$ cat src/rtl/telem_frame_serializer_if.sv
// telem_frame_serializer_if: registered word bus toward the FT600 ui_din
// port, with the downstream full flag as backpressure.
interface telem_frame_serializer_if #(
   parameter int BUS_WIDTH = 16
);
   logic [BUS_WIDTH-1:0]   out_data;
   logic [BUS_WIDTH/8-1:0] out_be;
   logic                   out_valid;
   logic                   out_full;

   modport master (
      output out_data,
      output out_be,
      output out_valid,
      input  out_full
   );

   modport slave (
      input  out_data,
      input  out_be,
      input  out_valid,
      output out_full
   );
endinterface

$ cat src/rtl/telem_frame_serializer.sv
// telem_frame_serializer: packet FIFO, frame slicer (data/MAGIC/SEQ) and
// PC loopback mux. Define TELEM_SER_CHECKSUM_EN to append an XOR word.
module telem_frame_serializer #(
   parameter int                   PKT_WIDTH = 88,
   parameter int                   BUS_WIDTH = 16,
   parameter int                   DEPTH     = 4,
   parameter logic [7:0]           PAD_BYTE  = 8'h7C,
   parameter logic [BUS_WIDTH-1:0] MAGIC     = 16'hDEC0,
   parameter logic [BUS_WIDTH-1:0] IDLE_WORD = 16'hBCBC,
   parameter int                   CNT_WIDTH = 16
) (
   input  logic                   clk,
   input  logic                   rst,
   input  logic [PKT_WIDTH-1:0]   pkt_data,
   input  logic                   pkt_valid,
   input  logic                   stream_mode,
   input  logic [BUS_WIDTH-1:0]   loop_din,
   input  logic [BUS_WIDTH/8-1:0] loop_din_be,
   input  logic                   loop_empty,
   output logic                   loop_get,
   telem_frame_serializer_if.master out_bus,
   input  logic                   clear_status,
   output logic [CNT_WIDTH-1:0]   drop_count,
   output logic                   sticky_overflow
);

   localparam int W   = (PKT_WIDTH + BUS_WIDTH - 1) / BUS_WIDTH;
   localparam int PW  = W * BUS_WIDTH;
   localparam int BEW = BUS_WIDTH / 8;
   localparam int AW  = $clog2(DEPTH);
   localparam int KW  = (W > 1) ? $clog2(W) : 1;

   typedef logic [PW-1:0] frame_t;

   typedef struct packed {
      logic [PKT_WIDTH-1:0] pkt;
      logic [BUS_WIDTH-1:0] seq;
   } entry_t;

   typedef enum logic [2:0] {
      S_IDLE,
      S_DATA,
      S_MAGIC,
      S_SEQ,
`ifdef TELEM_SER_CHECKSUM_EN
      S_CSUM,
`endif
      S_LOOP
   } state_t;

   function automatic frame_t pad(
      input logic [PKT_WIDTH-1:0] p
   );
      frame_t f;
      f = {(PW/8){PAD_BYTE}};
      f[PKT_WIDTH-1:0] = p;
      return f;
   endfunction

   entry_t               mem [DEPTH];
   logic [AW:0]          wr_ptr;
   logic [AW:0]          rd_ptr;
   logic                 fifo_empty;
   logic                 fifo_full;
   logic                 fifo_wr;
   logic                 drop;
   entry_t               head;
   frame_t               head_pad;

   logic [BUS_WIDTH-1:0] seq;

   state_t               state;
   state_t               state_nx;
   logic [KW-1:0]        k;
   logic [KW-1:0]        k_nx;
   logic                 pop;
   frame_t               frm_data;
   logic [BUS_WIDTH-1:0] frm_seq;
   logic [BUS_WIDTH-1:0] word_sel;

   logic                 emit;
   logic [BUS_WIDTH-1:0] emit_data;
   logic [BEW-1:0]       emit_be;
   logic                 ld_ok;

   logic                 out_valid_q;
   logic [BUS_WIDTH-1:0] out_data_q;
   logic [BEW-1:0]       out_be_q;

`ifdef TELEM_SER_CHECKSUM_EN
   logic [BUS_WIDTH-1:0] csum;
`endif

   assign fifo_empty = (wr_ptr == rd_ptr);
   assign fifo_full  = (wr_ptr[AW] != rd_ptr[AW]) &&
                       (wr_ptr[AW-1:0] == rd_ptr[AW-1:0]);
   assign fifo_wr    = pkt_valid && stream_mode && !fifo_full;
   assign drop       = pkt_valid && stream_mode && fifo_full;
   assign head       = mem[rd_ptr[AW-1:0]];
   assign head_pad   = pad(head.pkt);
   assign word_sel   = frm_data[int'(k)*BUS_WIDTH +: BUS_WIDTH];

   assign ld_ok = !out_valid_q || !out_bus.out_full;

   assign out_bus.out_valid = out_valid_q;
   assign out_bus.out_data  = out_data_q;
   assign out_bus.out_be    = out_be_q;

   // packet storage; each entry keeps the seq value seen at its strobe
   always_ff @(posedge clk) begin
      if (fifo_wr) begin
         mem[wr_ptr[AW-1:0]] <= '{pkt: pkt_data, seq: seq};
      end
   end

   // FIFO pointers and the per-strobe sequence counter
   always_ff @(posedge clk) begin
      if (rst) begin
         wr_ptr <= '0;
         rd_ptr <= '0;
         seq    <= '0;
      end else begin
         if (fifo_wr) wr_ptr <= wr_ptr + 1'b1;
         if (pop)     rd_ptr <= rd_ptr + 1'b1;
         if (pkt_valid) seq <= seq + 1'b1;
      end
   end

   // drop accounting; a clear that meets a drop leaves exactly one
   always_ff @(posedge clk) begin
      if (rst) begin
         drop_count      <= '0;
         sticky_overflow <= 1'b0;
      end else if (clear_status) begin
         drop_count      <= CNT_WIDTH'(drop);
         sticky_overflow <= drop;
      end else if (drop) begin
         if (drop_count != '1) begin
            drop_count <= drop_count + 1'b1;
         end
         sticky_overflow <= 1'b1;
      end
   end

`ifdef TELEM_SER_CHECKSUM_EN
   // XOR of the padded data words, MAGIC and SEQ of the current frame
   always_comb begin
      csum = MAGIC ^ frm_seq;
      for (int i = 0; i < W; i++) begin
         csum = csum ^ frm_data[i*BUS_WIDTH +: BUS_WIDTH];
      end
   end
`endif

   // frame register captures the FIFO head as word 0 goes out
   always_ff @(posedge clk) begin
      if (pop) begin
         frm_data <= head_pad;
         frm_seq  <= head.seq;
      end
   end

   // FSM state and data word index
   always_ff @(posedge clk) begin
      if (rst) begin
         state <= S_IDLE;
         k     <= '0;
      end else begin
         state <= state_nx;
         k     <= k_nx;
      end
   end

   // next state, word selection and loopback pop
   always_comb begin
      state_nx  = state;
      k_nx      = k;
      pop       = 1'b0;
      loop_get  = 1'b0;
      emit      = 1'b0;
      emit_data = IDLE_WORD;
      emit_be   = '1;
      unique case (state)
         S_IDLE: begin
            if (!stream_mode) begin
               state_nx = S_LOOP;
            end else if (!fifo_empty && ld_ok) begin
               pop       = 1'b1;
               emit      = 1'b1;
               emit_data = head_pad[BUS_WIDTH-1:0];
               k_nx      = KW'(1);
               state_nx  = (W == 1) ? S_MAGIC : S_DATA;
            end
         end
         S_DATA: begin
            if (ld_ok) begin
               emit      = 1'b1;
               emit_data = word_sel;
               if (k == KW'(W-1)) begin
                  state_nx = S_MAGIC;
               end else begin
                  k_nx = k + 1'b1;
               end
            end
         end
         S_MAGIC: begin
            if (ld_ok) begin
               emit      = 1'b1;
               emit_data = MAGIC;
               state_nx  = S_SEQ;
            end
         end
         S_SEQ: begin
            if (ld_ok) begin
               emit      = 1'b1;
               emit_data = frm_seq;
`ifdef TELEM_SER_CHECKSUM_EN
               state_nx  = S_CSUM;
`else
               state_nx  = S_IDLE;
`endif
            end
         end
`ifdef TELEM_SER_CHECKSUM_EN
         S_CSUM: begin
            if (ld_ok) begin
               emit      = 1'b1;
               emit_data = csum;
               state_nx  = S_IDLE;
            end
         end
`endif
         S_LOOP: begin
            loop_get = !loop_empty && ld_ok;
            if (loop_get) begin
               emit      = 1'b1;
               emit_data = loop_din;
               emit_be   = loop_din_be;
            end
            if (stream_mode) begin
               state_nx = S_IDLE;
            end
         end
         default: begin
            state_nx = S_IDLE;
         end
      endcase
   end

   // output register; only loads when the held word is free to move
   always_ff @(posedge clk) begin
      if (rst) begin
         out_valid_q <= 1'b0;
         out_data_q  <= IDLE_WORD;
         out_be_q    <= '1;
      end else if (ld_ok) begin
         out_valid_q <= emit;
         out_data_q  <= emit ? emit_data : IDLE_WORD;
         out_be_q    <= emit ? emit_be : '1;
      end
   end

endmodule

$ cat src/flat_wrapper.sv
// flat-port wrapper written by rule: the top's interface ports become plain ports
module telem_frame_serializer_flat 
#(
   parameter int                   PKT_WIDTH = 88,
   parameter int                   BUS_WIDTH = 16,
   parameter int                   DEPTH     = 4,
   parameter logic [7:0]           PAD_BYTE  = 8'h7C,
   parameter logic [BUS_WIDTH-1:0] MAGIC     = 16'hDEC0,
   parameter logic [BUS_WIDTH-1:0] IDLE_WORD = 16'hBCBC,
   parameter int                   CNT_WIDTH = 16
)
  (clk, rst, pkt_data, pkt_valid, stream_mode, loop_din, loop_din_be, loop_empty, loop_get, clear_status, drop_count, sticky_overflow, out_bus_out_data, out_bus_out_be, out_bus_out_valid, out_bus_out_full);
  telem_frame_serializer_if #(.BUS_WIDTH(BUS_WIDTH)) out_bus_i ();
  input  logic clk;
  input  logic rst;
  input  logic [PKT_WIDTH-1:0] pkt_data;
  input  logic pkt_valid;
  input  logic stream_mode;
  input  logic [BUS_WIDTH-1:0] loop_din;
  input  logic [BUS_WIDTH/8-1:0] loop_din_be;
  input  logic loop_empty;
  output logic loop_get;
  input  logic clear_status;
  output logic [CNT_WIDTH-1:0] drop_count;
  output logic sticky_overflow;
  output wire logic [$bits(out_bus_i.out_data)-1:0] out_bus_out_data;
  output wire logic [$bits(out_bus_i.out_be)-1:0] out_bus_out_be;
  output wire logic [$bits(out_bus_i.out_valid)-1:0] out_bus_out_valid;
  input wire logic [$bits(out_bus_i.out_full)-1:0] out_bus_out_full;
  assign out_bus_out_data = out_bus_i.out_data;
  assign out_bus_out_be = out_bus_i.out_be;
  assign out_bus_out_valid = out_bus_i.out_valid;
  assign out_bus_i.out_full = out_bus_out_full;
  telem_frame_serializer #(.PKT_WIDTH(PKT_WIDTH), .BUS_WIDTH(BUS_WIDTH), .DEPTH(DEPTH), .PAD_BYTE(PAD_BYTE), .MAGIC(MAGIC), .IDLE_WORD(IDLE_WORD), .CNT_WIDTH(CNT_WIDTH)) u_core (.clk(clk), .rst(rst), .pkt_data(pkt_data), .pkt_valid(pkt_valid), .stream_mode(stream_mode), .loop_din(loop_din), .loop_din_be(loop_din_be), .loop_empty(loop_empty), .loop_get(loop_get), .out_bus(out_bus_i), .clear_status(clear_status), .drop_count(drop_count), .sticky_overflow(sticky_overflow));
endmodule
$ cat config.mk
export PLATFORM = sky130hd
export DESIGN_NAME = telem_frame_serializer_flat
export DESIGN_NICKNAME = d
export VERILOG_FILES = /design/src/rtl/telem_frame_serializer_if.sv /design/src/rtl/telem_frame_serializer.sv /design/src/flat_wrapper.sv
export SDC_FILE = /design/constraint.sdc
export NUM_CORES = 1
export LEC_CHECK = 0
export BUFFER_PORTS_ARGS = -buffer_cell sky130_fd_sc_hd__buf_2
export CORE_UTILIZATION = 43
export DETAILED_ROUTE_END_ITERATION = 10
export MAX_ROUTING_LAYER = met4
export PLACE_DENSITY = 0.59
export SLEW_MARGIN = 20
export SYNTH_ARGS = -nofsm -noshare
export SYNTH_HDL_FRONTEND = slang
export SYNTH_SLANG_ARGS = --single-unit
$ cat constraint.sdc
create_clock -name clk -period 12.59 [get_ports clk]
set_input_delay 3.777 -clock clk [delete_from_list [all_inputs] [get_ports clk]]
set_output_delay 3.777 -clock clk [all_outputs]
set_load 0.02 [all_outputs]
Word level (Yosys, flattened, before mapping) --
Memory sizes are Yosys's and may differ from the RTL's. A register that Yosys moved wholly into a read port is not among the register bits. Index checks and enable logic that the tools add are counted.
Word-level totals: bits in registers 168, RAM bits 416, input bits 113, output and inout bits 37, logic and storage cells 96, memories kept 1
Memory list:
- u_core.mem | depth 4, width 104, rd ports 1, clocked after Yosys merged registers in 1, wr ports 1, RTL line telem_frame_serializer.sv:60 | entry_t mem [DEPTH];
Operators by class: $add $sub $neg 5, equality and inequality tests 18, shift-type cells 1, mux-type cells 36, reduce and logical (&&, ||, !) cells 22
Operators with widths (count):
- 96-bit by 8-bit variable part select with 16-bit output | 1
- 16-bit one-hot mux with 5 select lines | 1
- 16-bit 2-to-1 mux | 4
- 16-bit by 1-bit adder with 16-bit output (second input constant) | 2
- 3-bit 2-to-1 mux | 10
- 16-bit inequality test (second input constant) | 1
- 3-bit one-hot mux with 5 select lines | 1
- 1-bit 2-to-1 mux | 13
- 2-bit 2-to-1 mux | 5
- 2-bit by 1-bit inequality test with 1-bit output (second input constant) | 5
- 3-bit by 1-bit adder with 3-bit output (second input constant) | 3
- 3-bit by 2-bit == test with 1-bit output (second input constant) | 2
- 3-bit == test (second input constant) | 2
- 1-bit logical AND | 6
- 2-bit inequality test (second input constant) | 3
- 3-bit one-hot mux with 2 select lines | 1
- 6-bit AND reduction | 1
- 2-bit nonzero test | 3
- 1-bit logical NOT | 5
- 5-bit AND reduction | 1
- 2-bit AND reduction | 2
- 3-bit by 1-bit == test with 1-bit output (second input constant) | 1
- 3-bit == test | 1
- 3-bit logical NOT | 1
- other kinds (7) | 7

Logic depth before layout (Yosys ltp) --
Gate-level depths: netlist of run 1.
depth after elaboration 8, gate-level depth with buffers 9, gate-level depth less buffers 7

Worst setup path after synthesis of run 1 --
OpenSTA, ideal clock, no wires.
kind in2out, start in out_bus_out_full, end out loop_get, arrival time 4.324 ns, data required time 8.813 ns, path slack 4.489 ns, cell stages on the path 3, buffers on the path 0, cell sequence a21o_1 > or2_1 > inv_2
On the way: word-level cells in the longest chain between the ends 4
Ends and longest elaborated chain:
- start: declaration | RTL line flat_wrapper.sv:29 | input wire logic [$bits(out_bus_i.out_full)-1:0] out_bus_out_full;
- 1-bit logical NOT | RTL line telem_frame_serializer.sv:103 | assign ld_ok = !out_valid_q || !out_bus.out_full;
- 1-bit logical OR | RTL line telem_frame_serializer.sv:103
- 1-bit logical AND | RTL line telem_frame_serializer.sv:234 | loop_get = !loop_empty && ld_ok;
- 1-bit 2-to-1 mux | RTL line telem_frame_serializer.sv:183 | unique case (state)
- end: declaration | RTL line flat_wrapper.sv:22 | output logic loop_get;
No other way between the ends.

Worst setup path after layout of run 1 --
Same ends and word-level chain as after synthesis.

==> results of run 1 <==
kinds of logic after synthesis:
group / share of synthesized area
adder cells (fa/ha/maj): 0.00505
multiplexers: 0.123
flip-flops: 0.760
buffers and inverters: 0.0157
AND/OR/NAND/NOR: 0.0420
AO/OA/AOI/OAI: 0.0442
XOR/XNOR: 0.0102
cell usage after synthesis (9+ instances only):
master and instances:
inv_1 22, mux4_2 108, o21ai_0 26, ha_1 9
nand2b_1 9, or3_1 9, buf_1 9, nand2_1 33
dfxtp_1 66, buf_2 18, mux2_2 13, clkbuf_1 32
nand3_1 12, mux2i_1 17, o22ai_1 9, nor3_1 20
xnor2_1 13, a21oi_1 41, edfxtp_1 520, nor2_1 69
xor2_1 13
stage by stage:
stage          power [mW]   util  hold slack, ns
3_5_place_dp         2.56  0.463           0.468
2_1_floorplan        2.44      -           0.481
4_1_cts              4.28  0.500           0.483
5_1_grt              4.37  0.501           0.506
6_report             4.23  0.501           0.481
3_3_place_gp         2.56  0.463           0.452
worst paths after layout:
check,from,to,slack [ns],cells after the start
worst max-delay path,out_bus_out_full,loop_get,3.94,5
worst min-delay path,u_core.out_bus.out_data[12],u_core.out_bus.out_data[12],0.48,1
worst max register to register,u_core.wr_ptr[0],u_core.mem[3][28],9.28,4
worst min register to register,u_core.out_bus.out_data[12],u_core.out_bus.out_data[12],0.48,1
critical path, cell delays in order:
cell    delay (ns)
buf_2         0.11
a21o_1        0.31
or2_1         0.32
inv_2         0.16
buf_2         0.19
placed cells by master, fill, tap and decap left out, types with 6 or more instances in the layout:
master / count
nand2_1: 33
xnor2_1: 13
nand3_1: 12
nor2_1: 69
or3_1: 9
nor3_1: 20
nand2b_1: 9
clkinv_2: 13
clkbuf_16: 59
clkinv_1: 11
a311oi_1: 6
mux2_2: 13
buf_2: 149
xor2_1: 13
a222oi_1: 6
o21ai_0: 26
ha_1: 9
dfxtp_1: 63
edfxtp_1: 520
inv_1: 22
o211ai_1: 6
buf_4: 10
mux4_2: 108
mux2i_1: 17
bufinv_16: 6
a21oi_1: 41
clkbuf_1: 14
o22ai_1: 9
power by group:
group | leakage, nW | internal [mW] | switching [mW]
clock network | 0.935 | 1.00 | 0.714
logic | 2.07 | 0.119 | 0.177
registers | 5.29 | 2.19 | 0.0321
flip-flops by register name, indices dropped and copies added, names as in the netlist, named ones only:
signal,count
u_core.out_bus.out_valid,1
u_core.out_bus.out_be,2
u_core.state,3
u_core.k,3
u_core.drop_count,16
u_core.wr_ptr,3
u_core.rd_ptr,3
u_core.seq,16
u_core.out_bus.out_data,16
u_core.mem,416
u_core.sticky_overflow,1
u_core.frm_data,88
u_core.frm_seq,16
area by class of cell:
| cell class | instances | area share |
|---|---|---|
| Antenna cell | 5 | 0.000487 |
| Clock buffer | 76 | 0.0611 |
| Sequential cell | 586 | 0.660 |
| Multi-Input combinational cell | 509 | 0.196 |
| Timing Repair Buffer | 160 | 0.0327 |
| Clock inverter | 34 | 0.0131 |
| Tap cell | 680 | 0.0331 |
| Inverter | 25 | 0.00365 |
routing by layer:
metal | global-route usage | wire length [µm] | vias up
met5 | - | 0 | -
met4 | 0.0573 | 1240 | 0
met3 | 0.0422 | 3110 | 81
met2 | 0.300 | 23500 | 302
met1 | 0.261 | 21300 | 5789
li1 | - | - | 5101
==> flow_summary.ini, run 1 <==
[run_status]
status = complete, no violations

[route]
first_iter_violations = 840
routed_wl_mm = 49.2
via_count = 11300
routed_via_density = 5.43
ant_nets = 0
dr.pass1.iters = 5
avgRoutedWirePerCell_um = 23.7
drcViolationCount = 0

[synthesis]
yosys.area.top_type = edfxtp_1
ys_ff_latch = 586
syn_area_mm2 = 0.0223
yosysTopAreaCellShare = 0.700
seq_area_frac_synth = 0.760
synthArstFlopShare = 0
yosys-top-cells-area = edfxtp_1 70%, mux4_2 11%, dfxtp_1 5.9%, nor2_1 1.2%, a21oi_1 0.92%
synth_edf_count = 520
synthCells = 1180
yosys_warnings = 0
synth.net_count = 1302
yosysUniqueCellTypes = 63
avgSynthCellArea_um2 = 18.9
synth_ff_type = edfxtp_1

[timing]
max_slew.worst_pin.slew_ns = 1.05
final-hold-violation-count = 0
fmax_mhz = 116
setup_viol = 0
relSlewSlack = 0.297
rsz0062_at_grt = no
finalClockSkew_ns = 0.0253
tns_ns = 0
final.period_utilization = 0.687
layout_setup_ws_ns = 3.94
fin_crit_ns = 8.65
slew_violations = 0

[clock_tree]
ctsHoldBuffers = 0
cts_tree = yes
cts_resized = 0
clock_latency_ns = 0.62
clkSinkCount = 586
htreeDepth = 2
postCtsSetupRepairBufs = 0
cts_buffers = 58
clkTransAtPathRegs_ns = 0.06
cts_root_buf = clkbuf_16
cts_buffer_depth = 3

[placement]
gp_congestion = 0.858
dp_hpwl_mm = 30.2
portBuffers = 149
dp.cells = 1960
placed_area_mm2 = 0.0238
place_ws_ns = 3.96

[finish]
fillerInstances = 4289
seqCellArea_mm2 = 0.0169
drive_gt1_frac = 0.277
syn2layout_area_growth_pct = 15.2
finalInstanceArea_mm2 = 0.0257
instances_no_fill = 2075
fin_nets = 1462
multi_input_area_mm2 = 0.00503

[grt]
grt_pass1_vias = 11500
grt_max_degree = 89
grt_pass1_wl_mm = 73.7
overflow = 0
antenna_found_initial = 8
grt_usage = 0.195

[pwr]
leakage_nw = 8.29
irDropWorstVdd_mv = 0.132
powerDensity_mw_per_mm2 = 165

[floorplanning]
start_util = 0.435
die_x_um = 230
die-area_mm2 = 0.0528
rows = 83
core_area_mm2 = 0.0513
ios = 150
fp.dieH_um = 230

[worst_setup_path]
critPathMaxFanout = 11
crit_type = in2out
crit_arrival_ns = 4.87
cp.required_ns = 8.81
crit_path_end_kind = output port
start_kind = primary input

[hold_path]
hold_class = reg2reg

[run]
maxCapViolCount = 0
No activity file was read; power rests on OpenSTA's default activity.
==> inputs of run 2 (changes only) <==
==> constraint.sdc (replaced) <==
create_clock -name clk -period 8.1 [get_ports clk]
set_input_delay 2.43 -clock clk [delete_from_list [all_inputs] [get_ports clk]]
set_output_delay 2.43 -clock clk [all_outputs]
set_load 0.02 [all_outputs]
==> run 2 against run 1 <==
Against the previous run:
- flip-flop and latch count unchanged
- setup slack got worse by 1.8 ns
- critical path depth unchanged
- non-clock buffer count increased by 9
- register-to-register slack got worse by 4.1 ns
- combinational power increased by 55%
- sequential power increased by 55%
- core utilization increased by 0.068 points
- cell area increased by 0.14%
- largest power group unchanged
- highest routed layer unchanged
==> flow_summary.ini, run 2 (synthesis gave the netlist of run 1 again) <==
[run_status]
status = complete, no violations

[finish]
mostFrequentLayoutCell = edfxtp_1
syn2layout_area_growth_pct = 15.3
multi_input_area_mm2 = 0.00503
drive_gt1_frac = 0.281
final_core_util = 0.501
largest_register_ffs = 416
fin_nets = 1473
seqCellArea_mm2 = 0.0169
fillerInstances = 4258
mostFrequentLayoutCells = 520 x edfxtp_1, 149 x buf_2, 108 x mux4_2, 69 x nor2_1, 63 x dfxtp_1

[grt]
grt_max_degree = 60
grt_pass1_wl_mm = 73.9
antenna_found_initial = 7
grt_pass1_vias = 11600
grt_usage = 0.196
overflow = 0

[route]
drcViolationCount = 0
routed_via_density = 5.49
via_count = 11400
avgRoutedWirePerCell_um = 23.8
routed_wl_mm = 49.5
ant_nets = 0
first_iter_violations = 1103
dr.pass1.iters = 5

[floorplanning]
die-area_mm2 = 0.0528
core_area_mm2 = 0.0513
fp.dieH_um = 230
start_util = 0.435
ios = 150
die_x_um = 230
rows = 83

[clock_tree]
cts_resized = 0
clkTransAtPathRegs_ns = 0.07
clkSinkCount = 586
clock_latency_ns = 0.61
cts_buffer_depth = 3
cts_root_buf = clkbuf_16
postCtsSetupRepairBufs = 0
ctsHoldBuffers = 0
cts_buffers = 60
cts_tree = yes
htreeDepth = 2

[timing]
rsz0062_at_grt = no
slew_violations = 0
max_slew.worst_pin.slew_ns = 0.909
setup_viol = 0
final.period_utilization = 0.741
relSlewSlack = 0.394
finalClockSkew_ns = 0.0117
tns_ns = 0
final-hold-violation-count = 0
fin_crit_ns = 6.00
fmax_mhz = 167

[placement]
dp_hpwl_mm = 31.5
gp_congestion = 0.857
portBuffers = 149

[worst_setup_path]
path_cells = buf_2 -> a21o_1 -> or2_1 -> inv_2 -> buf_2
cp_common_cell = buf_2
start_kind = primary input
crit_path_end_kind = output port
worst_path_largest_cell_delay_ns = 0.33
cp_slowest_cell = or2_1
worst-r2r-cell-count = 4
r2r_start = u_core.wr_ptr[0]
critical_path.top_delay_family = buffers and inverters
crit_type = in2out
crit_buf_inv = 3
cp.required_ns = 5.67
crit_arrival_ns = 3.57
cp-startpoint = out_bus_out_full
r2r_slack_ns = 5.20
critPathMaxFanout = 11
r2r_end = u_core.mem[2][53]

[pwr]
irDropWorstVdd_mv = 0.162
powerDensity_mw_per_mm2 = 255
leakage_nw = 8.32

[run]
maxCapViolCount = 0

[hold_path]
holdCritStartpoint = u_core.out_bus.out_data[15]
min_to = u_core.out_bus.out_data[15]
whs_path_depth = 1
hold_class = reg2reg
[run 2: cell types whose count changed in the layout (fill, tap and decap cells not counted), sizes merged]
cell,change
inv,-1
clkinv,+2
clkinvlp,+1
clkbuf,-2
bufinv,-1
buf,+9
diode,+2
[run 2: report_power, final]
part           internal [mW]  leakage (nW)  switching (mW)
logic                  0.185          2.11           0.274
registers               3.40          5.29          0.0513
clock network           1.53         0.919            1.12
[run 2: worst max-delay path by stage]
stage                                   to  slack (ns)  depth (start not counted)
after floorplan           u_core.mem[3][0]        2.22                          3
after global placement            loop_get        2.16                          5
after detailed placement          loop_get        2.15                          5
after CTS                         loop_get        2.14                          5
after global routing              loop_get        2.08                          5
final                             loop_get        2.10                          5
[run 2: per-layer routing]
layer	share of wire	wire length [µm]	global-route usage	up-vias
met1	0.45	22200	0.269	5852
met4	0.035	1750	0.0799	0
met5	0	0	-	-
li1	-	-	-	5129
met2	0.46	22800	0.290	374
met3	0.057	2840	0.0346	83
[run 2: worst reg2reg max path, delay by kind of cell, from the launching register on]
kind / cells / cell delay, ns
buf+inv: 1 / 0.82
flops: 1 / 0.46
simple gates: 1 / 0.41
compound gates: 1 / 0.32
xor+xnor: 1 / 0.49
[run 2: cell type report]
class	instances	share of cell area
multi-input combinational	509	0.196
inverter	25	0.00365
tap	680	0.0331
timing repair buffer	169	0.0348
sequential	586	0.659
clock buffer	74	0.0613
antenna	7	0.000681
clock inverter	35	0.0119
[run 2: through the flow]
| stage | area (µm²) | instances | hold WS (ns) | worst slack [ns] | total power [mW] |
|---|---|---|---|---|---|
| final | 25700 | 2085 | 0.473 | 2.10 | 6.57 |
| after global placement | 23800 | 1969 | 0.455 | 2.16 | 3.98 |
| after floorplan | 22300 | 1180 | 0.481 | 2.22 | 3.80 |
| after CTS | 25700 | 2078 | 0.477 | 2.14 | 6.63 |
| after detailed placement | 23800 | 1969 | 0.460 | 2.15 | 3.98 |
| after global routing | 25700 | 2085 | 0.502 | 2.08 | 6.78 |
